==> src/rtl/shift_sar_pkg.sv <==
// Shared encodings and constants for the shift-register command sequencer
// and its shadow model.
package shift_sar_pkg;

  localparam int DEFAULT_WIDTH = 16;
  localparam int MAX_LEN       = 16;

  typedef enum logic [1:0] {
    OP_LOAD = 2'b00,
    OP_SHL  = 2'b01,
    OP_SHR  = 2'b10,
    OP_CLR  = 2'b11
  } op_e;

  typedef enum logic [1:0] {
    MOD_SHL  = 2'b00,
    MOD_SHR  = 2'b01,
    MOD_LOAD = 2'b10,
    MOD_CLR  = 2'b11
  } mod_e;

  typedef enum logic {
    ST_IDLE = 1'b0,
    ST_EXEC = 1'b1
  } state_e;

  // A zero-length shift still occupies one hold step so every command pulses done.
  function automatic logic [4:0] stepCount(input logic [1:0] op, input logic [4:0] len);
    logic [4:0] cnt;
    if (op == OP_LOAD || op == OP_CLR) begin
      cnt = 5'd1;
    end else if (len == 5'd0) begin
      cnt = 5'd1;
    end else if (len > 5'(MAX_LEN)) begin
      cnt = 5'(MAX_LEN);
    end else begin
      cnt = len;
    end
    return cnt;
  endfunction

endpackage

==> src/rtl/shift_sar_seq_shadow.sv <==
// Next-value function of the downstream universal shift register, used to keep
// the sequencer's shadow copy in lock-step with the real register.
module sar_shadow_model
  import shift_sar_pkg::*;
#(
  parameter int WIDTH = DEFAULT_WIDTH
) (
  input  logic [1:0]       mod_i,
  input  logic             rightin_i,
  input  logic             leftin_i,
  input  logic [WIDTH-1:0] pin_i,
  input  logic [WIDTH-1:0] cur_i,
  output logic [WIDTH-1:0] next_o
);

  always_comb begin
    next_o = cur_i;
    case (mod_i)
      MOD_SHL:  next_o = {cur_i[WIDTH-2:0], rightin_i};
      MOD_SHR:  next_o = {leftin_i, cur_i[WIDTH-1:1]};
      MOD_LOAD: next_o = pin_i;
      MOD_CLR:  next_o = '0;
      default:  next_o = cur_i;
    endcase
  end

endmodule

==> src/rtl/shift_sar_seq.sv <==
// Command sequencer that expands LOAD/SHL/SHR/CLR commands into per-cycle
// controls for a hold-less universal shift register, reloading a shadow copy when idle.
module shift_sar_seq
  import shift_sar_pkg::*;
#(
  parameter int WIDTH = DEFAULT_WIDTH
) (
  input  logic             clk_i,
  input  logic             rst_i,
  input  logic             cmd_valid_i,
  output logic             cmd_ready_o,
  input  logic [1:0]       cmd_op_i,
  input  logic [4:0]       cmd_len_i,
  input  logic [WIDTH-1:0] cmd_data_i,
  output logic [1:0]       mod_o,
  output logic             rightin_o,
  output logic             leftin_o,
  output logic [WIDTH-1:0] pin_o,
  output logic             done_o,
  output logic [WIDTH-1:0] shadow_o
);

  state_e           state_q, state_d;
  logic [4:0]       cnt_q, cnt_d;
  op_e              op_q, op_d;
  logic             noop_q, noop_d;
  logic [WIDTH-1:0] data_q, data_d;
  logic [WIDTH-1:0] shadow_q, shadowNext;

  // Outputs decode only registered state; cmd_* inputs steer next-state only.
  always_comb begin
    state_d     = state_q;
    cnt_d       = cnt_q;
    op_d        = op_q;
    noop_d      = noop_q;
    data_d      = data_q;
    mod_o       = MOD_LOAD;
    pin_o       = shadow_q;
    rightin_o   = 1'b0;
    leftin_o    = 1'b0;
    done_o      = 1'b0;
    cmd_ready_o = 1'b0;

    case (state_q)
      ST_IDLE: begin
        cmd_ready_o = !rst_i;
        if (cmd_valid_i) begin
          op_d    = op_e'(cmd_op_i);
          data_d  = cmd_data_i;
          cnt_d   = stepCount(cmd_op_i, cmd_len_i);
          noop_d  = (cmd_op_i == OP_SHL || cmd_op_i == OP_SHR) && (cmd_len_i == 5'd0);
          state_d = ST_EXEC;
        end
      end

      ST_EXEC: begin
        // Shift data is consumed LSB-first, so the current serial bit is always data_q[0].
        case (op_q)
          OP_LOAD: pin_o = data_q;
          OP_CLR:  mod_o = MOD_CLR;
          OP_SHL: begin
            if (!noop_q) begin
              mod_o     = MOD_SHL;
              rightin_o = data_q[0];
            end
            data_d = data_q >> 1;
          end
          OP_SHR: begin
            if (!noop_q) begin
              mod_o    = MOD_SHR;
              leftin_o = data_q[0];
            end
            data_d = data_q >> 1;
          end
          default: mod_o = MOD_LOAD;
        endcase

        cnt_d = cnt_q - 5'd1;
        if (cnt_q <= 5'd1) begin
          done_o  = 1'b1;
          cnt_d   = 5'd0;
          state_d = ST_IDLE;
        end
      end

      default: state_d = ST_IDLE;
    endcase
  end

  always_ff @(posedge clk_i) begin
    if (rst_i) begin
      state_q <= ST_IDLE;
      cnt_q   <= 5'd0;
      op_q    <= OP_LOAD;
      noop_q  <= 1'b0;
      data_q  <= '0;
    end else begin
      state_q <= state_d;
      cnt_q   <= cnt_d;
      op_q    <= op_d;
      noop_q  <= noop_d;
      data_q  <= data_d;
    end
  end

  sar_shadow_model #(
    .WIDTH(WIDTH)
  ) u_shadow (
    .mod_i    (mod_o),
    .rightin_i(rightin_o),
    .leftin_i (leftin_o),
    .pin_i    (pin_o),
    .cur_i    (shadow_q),
    .next_o   (shadowNext)
  );

  // The downstream register clears on the same reset, so the shadow does too.
  always_ff @(posedge clk_i) begin
    if (rst_i) begin
      shadow_q <= '0;
    end else begin
      shadow_q <= shadowNext;
    end
  end

  assign shadow_o = shadow_q;

endmodule

==> config.mk <==
export PLATFORM = sky130hd
export DESIGN_NAME = shift_sar_seq
export DESIGN_NICKNAME = d
export VERILOG_FILES = /design/src/rtl/shift_sar_pkg.sv /design/src/rtl/shift_sar_seq_shadow.sv /design/src/rtl/shift_sar_seq.sv
export SDC_FILE = /design/constraint.sdc
export NUM_CORES = 1
export LEC_CHECK = 0
export BUFFER_PORTS_ARGS = -buffer_cell sky130_fd_sc_hd__buf_2
export CAP_MARGIN = 20
export CORE_ASPECT_RATIO = 0.6
export CORE_UTILIZATION = 40
export CTS_CLUSTER_SIZE = 40
export DETAILED_ROUTE_END_ITERATION = 12
export MAX_ROUTING_LAYER = met4
export SYNTH_ARGS = -nofsm -noshare
export SYNTH_HDL_FRONTEND = slang
export SYNTH_SLANG_ARGS = --single-unit
export TNS_END_PERCENT = 20
==> constraint.sdc <==
create_clock -name clk_i -period 2.5 [get_ports clk_i]
set_clock_uncertainty 0.15 [all_clocks]
set_input_delay 0.125 -clock clk_i [delete_from_list [all_inputs] [get_ports clk_i]]
set_output_delay 0.125 -clock clk_i [all_outputs]
set_load 0.02 [all_outputs]
==> flow_summary.json, run 1 <==
{
  "outcome": "finished clean",
  "grt.total_usage": 0.209,
  "worstRegToRegCells": 6,
  "seqPwrFrac": 0.453,
  "cp.required_ns": 2.23,
  "core_area_um2": 5600,
  "r2r_slack_ns": 0.48,
  "cp-end-kind": "output pin",
  "synth_edf_count": 0,
  "clock_latency_ns": 0.30,
  "grt_max_degree": 31,
  "synth_area_um2": 2330,
  "power_frac_clock": 0.244,
  "peakVddDrop_v": 0.000238,
  "switchingPower_uw": 632,
  "die-area_um2": 6150,
  "synth.most_common_cell": "nor2_1",
  "crit-reg2reg-launch": "op_q[0]",
  "firstDrtPassIters": 4,
  "ioPinCount": 64,
  "comb_power_share": 0.303,
  "wl_met3_um": 335,
  "synth_fp_nets": 291,
  "worst_slew_pin_slew_ns": 0.567,
  "instances_no_fill": 398,
  "die_w_um": 101,
  "ys_seq_elements": 41,
  "worst-endpoint-arrival_ns": 1.89,
  "ys_warn_count": 0,
  "max-slew-margin-rel": 0.622,
  "antenna_found_initial": 0,
  "grt_pass1_vias": 1688,
  "vias_per_cell": 5.15,
  "max_freq_ghz": 0.461,
  "antennaDiodeCount": 0,
  "drive_gt1_frac": 0.318,
  "final_net_count": 349,
  "synthCells": 259,
  "grt_pass1_wl_um": 9290,
  "drc": 0,
  "vias": 2048,
  "path_clk_slew_ns": 0.08,
  "ys.flop_type": "dfxtp_1",
  "setup_viol": 0,
  "hold_class": "input pin to flip-flop",
  "drt-wirelength-per-cell_um": 15.0,
  "rsz0062_at_grt": "false",
  "synth_top_area_share": 0.352,
  "grt_overflow": 0,
  "cts_buffers": 5,
  "cts_resized": 0,
  "dp_cells": 387,
  "syn_avg_cell_area_um2": 9.01,
  "cts_root_buffer": "clkbuf_8",
  "r2r_end": "shadow_o[11]",
  "cts-htree-levels": 2,
  "fin_setup_tns_ns": 0,
  "swShare": 0.356,
  "critPathCapture": "mod_o[1]",
  "p_int_mw": 1.14,
  "initial_core_util": 0.417,
  "path_class": "flip-flop to output pin",
  "startpoint_type": "flip-flop",
  "io_buffers": 63,
  "critPathMaxFanout": 11,
  "cts.sinks": 41,
  "gp_congestion": 0.822,
  "cap_violations": 0,
  "hold_viol_final": 0,
  "drtIter0Drc": 147,
  "yosys-top-cells-area": "dfxtp_1 (35%), nor2_1 (6.8%), mux2i_1 (6.4%)",
  "met1_length_um": 3310,
  "synth_common_cells": "nor2_1 (42), dfxtp_1 (41), a211oi_1 (17)",
  "place_hpwl_um": 4380,
  "cts_setup_buffers": 0,
  "area_growth_pct": 19.1,
  "fin_crit_ns": 2.17,
  "wl_um": 5970,
  "ant_nets": 0,
  "p_leak_nw": 1.22,
  "highest_layer": "met4",
  "fp-row-count": 21,
  "critPathLaunch": "op_q[0]",
  "cts_tree": "done",
  "seq_area_frac_synth": 0.352,
  "synth_top_area_cell": "dfxtp_1",
  "dr_wl_met2_um": 2250,
  "cts_buffer_depth": 2,
  "period_share": 0.868,
  "die_y_um": 61.2,
  "async_flop_share": 0,
  "p_per_area_nw_per_um2": 638,
  "slew_violations": 0,
  "ys_types": 43
}
## state kept, by name, summed over array words and instances (netlist names)
signal,flops
state_q,1
op_q,2
shadow_o,16
data_q,16
noop_q,1
cnt_q,5
## area by class of cell
cell class | instances | area (µm²)
clock buffer | 5 | 68.8
clock inverter | 3 | 17.5
fill | 552 | 2820
inverter | 8 | 30.0
multi-input combinational | 191 | 1370
sequential | 41 | 821
tap | 80 | 100
timing repair buffer | 70 | 375
## routing by layer
metal,track usage,vias to the layer above
met3,0.0477,9
met1,0.337,936
li1,-,1049
met2,0.236,54
met4,0.0642,0
met5,-,-
## stage by stage
stage | utilization | hold WS [ns] | instance area [µm²] | setup slack (ns) | total power, mW
2_1_floorplan | - | 0.114 | 2330 | 0.709 | 1.21
3_3_place_gp | 0.476 | 0.249 | 2660 | 0.505 | 1.35
3_5_place_dp | 0.476 | 0.250 | 2660 | 0.514 | 1.35
4_1_cts | 0.497 | 0.00691 | 2780 | 0.308 | 1.79
5_1_grt | 0.497 | 0.0174 | 2780 | 0.153 | 1.89
6_report | 0.497 | 0.0127 | 2780 | 0.331 | 1.77
## cell families after synthesis
group | share of synthesized area
xor+xnor | 0.00751
simple gates | 0.182
flops | 0.352
compound gates | 0.211
buf+inv | 0.0627
mux | 0.153
fa+ha+maj | 0.0322
## power groups by stage
stage | registers, mW | clock network (mW) | logic (mW)
floorplan | 0.812 | 0 | 0.395
global placement | 0.816 | 0 | 0.530
detailed placement | 0.817 | 0 | 0.534
CTS | 0.802 | 0.445 | 0.539
global route | 0.814 | 0.480 | 0.592
finish | 0.803 | 0.432 | 0.537
## critical path: stages, from the launching register on
cell	delay (ns)
dfxtp_1	0.36
inv_1	0.09
ha_1	0.26
nor3b_2	0.23
and2_1	0.43
inv_1	0.07
buf_2	0.17
## what timing repair did
action	CTS	global route
hold endpoints to repair	3	0
hold buffers	3	0
endpoints found under the setup margin	0	0
## worst min path at each step
stage	startpoint	cells after the start	slack, ns	to
after floorplan	cmd_op_i[1]	2	0.11	op_q[1]
after global placement	cmd_op_i[1]	3	0.25	op_q[1]
after detailed placement	cmd_op_i[1]	3	0.25	op_q[1]
after CTS	cmd_data_i[11]	3	0.007	data_q[11]
after global routing	cmd_data_i[12]	3	0.02	data_q[12]
final	cmd_data_i[2]	3	0.01	data_q[2]
## cell usage in the layout (no fill, tap or decap), types with 3 or more instances in the layout
cell type,instances
a21oi_1,9
a211oi_2,8
buf_2,63
dfxtp_1,41
nor2_1,42
nor3_1,10
dlygate4sd3_1,3
a31oi_1,3
mux2_1,5
a211oi_1,17
a221oi_1,7
inv_1,8
o21ai_1,8
ha_1,6
mux2i_1,15
nand2b_1,5
buf_4,4
mux2_2,4
nor2b_1,3
clkbuf_8,5
nand2_1,15
mux2_4,7
No activity file was read; power rests on OpenSTA's default activity.
==> run 2: changes to the inputs <==
--- a/config.mk
+++ b/config.mk
@@ -8,10 +8,11 @@
 export BUFFER_PORTS_ARGS = -buffer_cell sky130_fd_sc_hd__buf_2
 export CAP_MARGIN = 20
 export CORE_ASPECT_RATIO = 0.6
-export CORE_UTILIZATION = 40
+export CORE_UTILIZATION = 55
 export CTS_CLUSTER_SIZE = 40
 export DETAILED_ROUTE_END_ITERATION = 12
 export MAX_ROUTING_LAYER = met4
+export PLACE_DENSITY = 0.83
 export SYNTH_ARGS = -nofsm -noshare
 export SYNTH_HDL_FRONTEND = slang
 export SYNTH_SLANG_ARGS = --single-unit
==> constraint.sdc (replaced) <==
create_clock -name clk_i -period 2.5 [get_ports clk_i]
set_clock_uncertainty 0.15 [all_clocks]
set_input_delay 0.125 -clock clk_i [delete_from_list [all_inputs] [get_ports clk_i]]
set_output_delay 0.125 -clock clk_i [all_outputs]
set_load 0.1 [all_outputs]
==> flow_summary.json, run 2 (synthesis results as in run 1) <==
{
  "critPathMaxFanout": 11,
  "path_clk_slew_ns": 0.08,
  "outcome": "finished clean",
  "place_hpwl_um": 4600,
  "swShare": 0.442,
  "holdWs_ns": 0.00756,
  "cts_resized": 0,
  "finalPower_mw": 2.34,
  "drtIter0Drc": 228,
  "path_delay_family": "buffers and inverters",
  "startpoint_type": "flip-flop",
  "max_freq_ghz": 0.425,
  "placedInstanceArea_um2": 2930,
  "critPathSlowestCell": "and2_1",
  "layout_commonest_cell": "buf_2",
  "grtUsageMet2": 0.499,
  "worst_slew_pin_slew_ns": 0.582,
  "switchingPower_mw": 1.03,
  "cap_violations": 0,
  "die_w_um": 86.1,
  "period_share": 0.940,
  "path_cells": "inv_1 > ha_1 > o21ai_1 > and2_1 > inv_1 > buf_2",
  "worst-endpoint-arrival_ns": 2.08,
  "dp_cells": 363,
  "io_buffers": 63,
  "grt_pass1_vias": 2096,
  "cts_buffers": 5,
  "die_y_um": 52.5,
  "fp-row-count": 17,
  "slowest_delay_ns": 0.43,
  "max-slew-margin-rel": 0.611,
  "crit_buf_inv": 3,
  "cp-end-kind": "output pin",
  "pre_cts_slack_ns": 0.471,
  "p_int_mw": 1.30,
  "seqPwrFrac": 0.345,
  "vias": 2263,
  "grt.total_usage": 0.334,
  "design_area_um2": 3060,
  "die-area_um2": 4520,
  "vias_per_cell": 6.05,
  "gp_congestion": 0.922,
  "clock_latency_ns": 0.30,
  "cts_tree": "done",
  "grt_overflow": 0,
  "grt_max_degree": 31,
  "drt-wirelength-per-cell_um": 17.6,
  "grtUsageMet3": 0.0740,
  "cts_root_buffer": "clkbuf_8",
  "gr-usage-met1": 0.453,
  "core_area_um2": 3850,
  "ant_nets": 0,
  "fin_setup_tns_ns": 0,
  "final_cell_mix": "buf_2 (43), nor2_1 (42), dfxtp_1 (41)",
  "initial_core_util": 0.606,
  "fin_crit_ns": 2.35,
  "antennaDiodeCount": 0,
  "hold_class": "input pin to flip-flop",
  "final_net_count": 348,
  "slew_violations": 0,
  "antenna_found_initial": 0,
  "hold_viol_final": 0,
  "wl_um": 6580,
  "setup_viol": 0,
  "ioPinCount": 64,
  "cts_buffer_depth": 2,
  "seqCellArea_um2": 821,
  "cts_setup_buffers": 0,
  "setup_slack_ns": 0.149,
  "comb_power_share": 0.449,
  "drive_gt1_frac": 0.319,
  "drc": 0,
  "power_frac_clock": 0.207,
  "firstDrtPassIters": 5,
  "instances_no_fill": 374,
  "cts-htree-levels": 2,
  "p_leak_nw": 1.29,
  "area_growth_pct": 31.3,
  "multiInputGateArea_um2": 1370,
  "peakVddDrop_v": 0.000388,
  "grt_pass1_wl_um": 11000,
  "cp.required_ns": 2.23,
  "p_per_area_nw_per_um2": 764,
  "path_class": "flip-flop to output pin",
  "hold_buffers": 3,
  "final_util": 0.796,
  "rsz0062_at_grt": "false",
  "top_usage_layer": "met2",
  "cp_common_cell": "inv_1",
  "cts.sinks": 41,
  "fillCellCount": 246
}
-- run 2: layer usage --
metal	up-vias	share of wire
met4	0	0.023
li1	1053	-
met2	145	0.43
met5	-	0
met1	1043	0.45
met3	22	0.098
-- run 2: worst paths after layout --
path | start | endpoint | slack [ns] | depth (start not counted)
worst max-delay path | op_q[0] | mod_o[1] | 0.15 | 6
worst min-delay path | cmd_len_i[3] | cnt_q[3] | 0.008 | 3
worst max register to register | op_q[0] | shadow_o[3] | 0.42 | 6
worst min register to register | data_q[13] | data_q[13] | 0.38 | 2
-- run 2: layout make-up --
type | instances | share of cell area
timing repair buffer | 69 | 0.218
inverter | 8 | 0.00980
tap | 57 | 0.0233
clock inverter | 1 | 0.00163
clock buffer | 7 | 0.0315
sequential | 41 | 0.268
multi-input combinational | 191 | 0.448
-- run 2: power groups by stage --
stage | Combinational, mW | Clock, mW | Sequential [mW]
floorplan | 0.626 | 0 | 0.952
global placement | 1.02 | 0 | 0.809
detailed placement | 1.03 | 0 | 0.814
CTS | 1.04 | 0.483 | 0.800
global route | 1.10 | 0.515 | 0.813
finish | 1.05 | 0.483 | 0.806
-- run 2: worst register-to-register path, cell delays in order, from the launching register on --
cell      delay (ns)
dfxtp_1         0.37
inv_1           0.09
ha_1            0.24
o21ai_1         0.28
and2_1          0.43
o21ai_0         0.16
a211oi_1        0.28
